File: src/rtl/arb_pkg.sv
// Shared helpers for the round-robin arbiter: index width and one-hot to index encoding.
package arb_pkg;

    function automatic int arb_idx_w(input int width);
        return (width > 1) ? $clog2(width) : 1;
    endfunction

    // Assumes at most one bit set; a zero vector encodes to index 0.
    function automatic int unsigned arb_oh2idx(input logic [63:0] oh);
        int unsigned idx;
        idx = 0;
        for (int i = 0; i < 64; i++) begin
            if (oh[i]) idx = idx | i;
        end
        return idx;
    endfunction

endpackage

File: src/rtl/arb_rr_gnt.sv
// Combinational rotating-priority grant: requests at or above ptr win, else wrap to the lowest.
module arb_rr_gnt
    import arb_pkg::*;
#(
    parameter int WIDTH = 9,
    parameter int SPLIT = 3
) (
    input  logic [WIDTH-1:0]            req_vld,
    input  logic [arb_idx_w(WIDTH)-1:0] ptr,
    output logic [WIDTH-1:0]            gnt
);

    localparam int NG = (WIDTH + SPLIT - 1) / SPLIT;
    localparam int PW = NG * SPLIT;

    // Two-level lowest-set-bit: first pick the lowest non-empty group, then the lowest bit inside it.
    function automatic logic [WIDTH-1:0] lsb_oh(input logic [WIDTH-1:0] x);
        logic [PW-1:0]    xp;
        logic [PW-1:0]    r;
        logic [NG-1:0]    grp_any;
        logic [NG-1:0]    grp_sel;
        logic [SPLIT-1:0] sub;
        xp = PW'(x);
        r  = '0;
        for (int g = 0; g < NG; g++) begin
            grp_any[g] = |xp[g*SPLIT +: SPLIT];
        end
        grp_sel = grp_any & (~grp_any + NG'(1));
        for (int g = 0; g < NG; g++) begin
            sub = xp[g*SPLIT +: SPLIT];
            if (grp_sel[g]) r[g*SPLIT +: SPLIT] = sub & (~sub + SPLIT'(1));
        end
        return r[WIDTH-1:0];
    endfunction

    logic [WIDTH-1:0] msk;
    logic [WIDTH-1:0] gnt_msk;
    logic [WIDTH-1:0] gnt_raw;

    always_comb begin
        msk     = req_vld & ({WIDTH{1'b1}} << ptr);
        gnt_msk = lsb_oh(msk);
        gnt_raw = lsb_oh(req_vld);
        gnt     = (|msk) ? gnt_msk : gnt_raw;
    end

endmodule

File: src/rtl/mux_pry.sv
// One-hot priority multiplexer: the lowest set select bit picks its data word.
module mux_pry #(
    parameter type DAT_T          = logic [7:0],
    parameter int  WIDTH          = 9,
    parameter int  SPLIT          = 3,
    parameter int  IMPLEMENTATION = 0
) (
    input  logic [WIDTH-1:0] sel,
    input  DAT_T [WIDTH-1:0] dat,
    output DAT_T             out
);

    if (IMPLEMENTATION == 0) begin : g_scan
        always_comb begin
            out = '0;
            for (int i = WIDTH - 1; i >= 0; i--) begin
                if (sel[i]) out = dat[i];
            end
        end
    end else begin : g_tree
        // AND-OR tree in SPLIT-wide groups; only valid for a one-hot select.
        localparam int NG = (WIDTH + SPLIT - 1) / SPLIT;
        DAT_T [NG-1:0] grp;
        always_comb begin
            grp = '0;
            out = '0;
            for (int i = 0; i < WIDTH; i++) begin
                if (sel[i]) grp[i / SPLIT] = grp[i / SPLIT] | dat[i];
            end
            for (int g = 0; g < NG; g++) begin
                out = out | grp[g];
            end
        end
    end

endmodule

File: src/rtl/arb_rr_mux.sv
// Round-robin arbiter with registered output stage sharing one valid/ready channel.
// Optional ARB_RR_MUX_LOCK_EN adds req_lck so a locked winner keeps top priority.
module arb_rr_mux
    import arb_pkg::*;
#(
    parameter type DAT_T          = logic [8-1:0],
    parameter int  WIDTH          = 9,
    parameter int  SPLIT          = 3,
    parameter int  IMPLEMENTATION = 0
) (
    input  logic                        clk,
    input  logic                        rst,
    input  logic [WIDTH-1:0]            req_vld,
    input  DAT_T [WIDTH-1:0]            req_dat,
    output logic [WIDTH-1:0]            req_rdy,
`ifdef ARB_RR_MUX_LOCK_EN
    input  logic [WIDTH-1:0]            req_lck,
`endif
    output logic                        out_vld,
    output DAT_T                        out_dat,
    output logic [arb_idx_w(WIDTH)-1:0] out_idx,
    input  logic                        out_rdy
);

    localparam int IW = arb_idx_w(WIDTH);

    logic             out_vld_q, out_vld_d;
    DAT_T             out_dat_q, out_dat_d;
    logic [IW-1:0]    out_idx_q, out_idx_d;
    logic [IW-1:0]    ptr_q, ptr_d;
    logic [WIDTH-1:0] gnt;
    DAT_T             sel_dat;
    logic             ld;
    logic             xfer;
    logic [IW-1:0]    gnt_idx;
    logic [IW-1:0]    ptr_nxt;

    arb_rr_gnt #(
        .WIDTH (WIDTH),
        .SPLIT (SPLIT)
    ) u_gnt (
        .req_vld (req_vld),
        .ptr     (ptr_q),
        .gnt     (gnt)
    );

    // Grant is one-hot, so the mux's lowest-index priority needs no reordering.
    mux_pry #(
        .DAT_T          (DAT_T),
        .WIDTH          (WIDTH),
        .SPLIT          (SPLIT),
        .IMPLEMENTATION (IMPLEMENTATION)
    ) u_mux (
        .sel (gnt),
        .dat (req_dat),
        .out (sel_dat)
    );

    always_comb begin
        ld        = ~out_vld_q | out_rdy;
        req_rdy   = (ld & ~rst) ? gnt : '0;
        xfer      = |req_rdy;
        gnt_idx   = IW'(arb_oh2idx(64'(gnt)));
        ptr_nxt   = (gnt_idx == IW'(WIDTH - 1)) ? '0 : gnt_idx + IW'(1);
`ifdef ARB_RR_MUX_LOCK_EN
        if (|(req_lck & gnt)) ptr_nxt = gnt_idx;
`endif
        out_vld_d = out_vld_q;
        out_dat_d = out_dat_q;
        out_idx_d = out_idx_q;
        ptr_d     = ptr_q;
        if (ld) begin
            if (xfer) begin
                out_vld_d = 1'b1;
                out_dat_d = sel_dat;
                out_idx_d = gnt_idx;
                ptr_d     = ptr_nxt;
            end else begin
                out_vld_d = 1'b0;
            end
        end
    end

    always_ff @(posedge clk) begin
        if (rst) begin
            out_vld_q <= 1'b0;
            out_dat_q <= '0;
            out_idx_q <= '0;
            ptr_q     <= '0;
        end else begin
            out_vld_q <= out_vld_d;
            out_dat_q <= out_dat_d;
            out_idx_q <= out_idx_d;
            ptr_q     <= ptr_d;
        end
    end

    assign out_vld = out_vld_q;
    assign out_dat = out_dat_q;
    assign out_idx = out_idx_q;

endmodule

File: config.mk
export PLATFORM = sky130hd
export DESIGN_NAME = arb_rr_mux
export DESIGN_NICKNAME = d
export VERILOG_FILES = /design/src/rtl/arb_pkg.sv /design/src/rtl/arb_rr_gnt.sv /design/src/rtl/mux_pry.sv /design/src/rtl/arb_rr_mux.sv
export SDC_FILE = /design/constraint.sdc
export NUM_CORES = 1
export LEC_CHECK = 0
export CORE_MARGIN = 2
export CORE_UTILIZATION = 41
export DETAILED_ROUTE_END_ITERATION = 10
export GPL_ROUTABILITY_DRIVEN = 0
export PLACE_DENSITY = 0.87
export SYNTH_ARGS = -nofsm -noshare
export SYNTH_HDL_FRONTEND = slang
export SYNTH_SLANG_ARGS = --single-unit
export TNS_END_PERCENT = 30
File: constraint.sdc
create_clock -name clk -period 4.2 [get_ports clk]
set_input_delay 0.42 -clock clk [delete_from_list [all_inputs] [get_ports clk]]
set_output_delay 0.42 -clock clk [all_outputs]
set_load 0.1 [all_outputs]
==> impl_metrics.yaml <==
synthesis:
  ys_seq_area_frac: 0.195
  ys_types: 53
  yosys.area_share.simple: 0.256
  synthCells: 214
  synth_fp_nets: 300
  synth-compound-area-share: 0.454
  synth_area_leaders: "dfxtp_1 19%, o22ai_1 6.1%, nor2_1 5.6%, o21a_1 4.7%, a221o_1 4.6%"
  syn_area_um2: 1750
  synth.avg_cell_area_um2: 8.16
  async_reset_ff_frac: 0
  synth.ff_latch_count: 17
  synth_top_family_by_area: "compound AO/OA/AOI/OAI gates"
  synth_xor_area_frac: 0.00502
  yosysWarnings: 0
  synth_edf_count: 0
  yosysTopAreaCell: "dfxtp_1"
  synth-adder-area-share: 0.0143
  synthFlopType: "dfxtp_1"
  netlist.area_leader.share: 0.195
  synth_mux_area_frac: 0.0172
place:
  place_ws_ns: 0.637
  hpwl_mm: 5.19
  place_inst: 361
  portBuffers: 105
cts:
  ctsResizeCount: 0
  cts_sinks: 17
  h-tree-depth: 1
  numCtsBuffers: 3
  post_cts_buffers: 0
  cts_tree: "built"
  insertion_delay_ns: 0.25
  postCtsHoldBufs: 0
  cts_root_buffer: "clkbuf_8"
  clkTransAtPathRegs_ns: 0.06
  cts.path.max_buffers: 2
sta:
  fin_worst_skew_ns: 0.00167
  layout_min_cycle_time_ns: 3.39
  layout_setup_ws_ns: 0.808
  slew_violations: 0
  worst_slew_pin_slew_ns: 1.01
  setup_viol: 0
  finalHoldViolCount: 0
  setup_tns_ns: 0
  post-route-period-util: 0.808
  timing.hold.ws_ns: 0.483
  slew_headroom: 0.324
  timing.fmax_mhz: 295
  rsz0062_at_grt: "false"
outcome:
  run_status: "completed"
power_and_ir_drop:
  peakVddDrop_mv: 0.429
  leakage_nw: 0.993
  power_density_nw_per_um2: 497
  finalPower_mw: 1.41
finish:
  layout-drive-gt1-share: 0.102
  nNetsFinal: 402
  layout.area.seq_um2: 340
  synthToLayoutAreaGrowth_pct: 62.1
  multi_input_area_um2: 1300
  antenna_cells: 0
  n_fill_cell: 322
  stdcell_count: 365
route:
  postRouteAntennaNets: 0
  viasPerCell: 6.05
  routedWlPerCell_um: 17.8
  dr.pass1.iters: 4
  drt_iter0_drc: 115
  wl_mm: 6.48
  via_count: 2210
  drc: 0
worst_setup_path:
  critPathLaunchType: "primary input"
  path_class: "in -> out"
  cp.arrival_ns: 2.97
  crit_path_end_kind: "primary output"
  crit_fanout: 11
  cp.required_ns: 3.78
floorplan:
  coreArea_um2: 4060
  die-area_um2: 4790
  io_pins: 106
  rows: 23
  fp.dieH_um: 69.2
  die_w_um: 69.2
  start_util: 0.430
hold_path:
  hold_class: "reg -> reg"
job:
  maxCapViolCount: 0
global_routing:
  first_global_vias: 2241
  antenna_found_initial: 0
  grt_max_degree: 18
  grt_pass1_wl_mm: 10.6
  grt_use_total: 0.272
  overflow: 0
[cell families after synthesis]
family	Yosys count
AO/OA/AOI/OAI	96
AND/OR/NAND/NOR	78
buffers and inverters	17
flip-flops	17
multiplexers	3
adder cells (fa/ha/maj)	2
XOR/XNOR	1
[worst paths after layout]
check	slack (ns)	start	cells past startpoint	end
worst max-delay path	0.81	req_vld[3]	8	req_rdy[8]
worst min-delay path	0.48	out_idx[2]$_SDFFE_PP0P_	2	out_idx[2]$_SDFFE_PP0P_
worst max register to register	1.16	ptr_q[2]$_SDFFE_PP0P_	9	out_dat[3]$_SDFFE_PP0P_
worst min register to register	0.48	out_idx[2]$_SDFFE_PP0P_	2	out_idx[2]$_SDFFE_PP0P_
[worst max-delay path, stage by stage]
cell,delay [ns]
clkdlybuf4s50_1,0.51
nor4_4,0.49
nand2_2,0.10
nor4b_1,0.34
o22a_1,0.46
nand2_1,0.15
nor2_1,0.16
buf_4,0.32
[stage by stage]
step                 util  instance area [um2]
floorplan               -                 1750
global route        0.697                 2830
CTS                 0.697                 2830
finish              0.697                 2830
detailed placement  0.686                 2780
global placement    0.686                 2780
[cells in the final DEF, fill, tap and decap left out, types with 8 or more instances in the layout]
master and count:
o22ai_1 17, dfxtp_1 17, nand2_1 9, clkdlybuf4s50_1 96, a221oi_1 8, nor3_1 13
o21ai_0 11, o21a_1 11, nor2_1 26, a32o_1 8, a221o_1 8, buf_4 13
[cell type report]
cell class	instances	share of cell area
Timing Repair Buffer	109	0.374
Multi-Input combinational cell	180	0.461
Clock buffer	4	0.0159
Sequential cell	17	0.120
Inverter	5	0.00663
Tap cell	50	0.0221
[metal layers]
layer / wire length [um] / GRT usage / up-vias
li1: - / - / 1059
met1: 2510 / 0.308 / 1021
met2: 3090 / 0.453 / 107
met3: 611 / 0.0974 / 23
met4: 270 / 0.131 / 0
met5: 0 / 0 / -
[power by group]
| part | internal [mW] | switching, mW | leakage, nW |
|---|---|---|---|
| Sequential | 0.215 | 0.0568 | 0.140 |
| Combinational | 0.332 | 0.680 | 0.830 |
| Clock | 0.0674 | 0.0554 | 0.0228 |
| Total | 0.615 | 0.792 | 0.993 |
[registers in the layout, indices dropped and copies added (netlist names)]
register	count
ptr_q	4
out_idx	4
out_vld	1
out_dat	8
[Yosys cell counts, drive strengths merged, types with 2 or more instances]
master / count
mux2i: 3
a21boi: 2
nand2b: 2
nor2: 26
o31ai: 4
o21ai: 16
a21oi: 7
a221o: 8
ha: 2
nand3b: 3
nand2: 10
a32o: 8
buf: 7
nor4: 4
o21a: 13
nor3: 15
a31oi: 4
dfxtp: 17
and3: 2
inv: 5
or2: 2
a221oi: 8
nand3: 3
clkbuf: 5
and2: 4
o22ai: 18
Power figures use the tool's default switching activity.
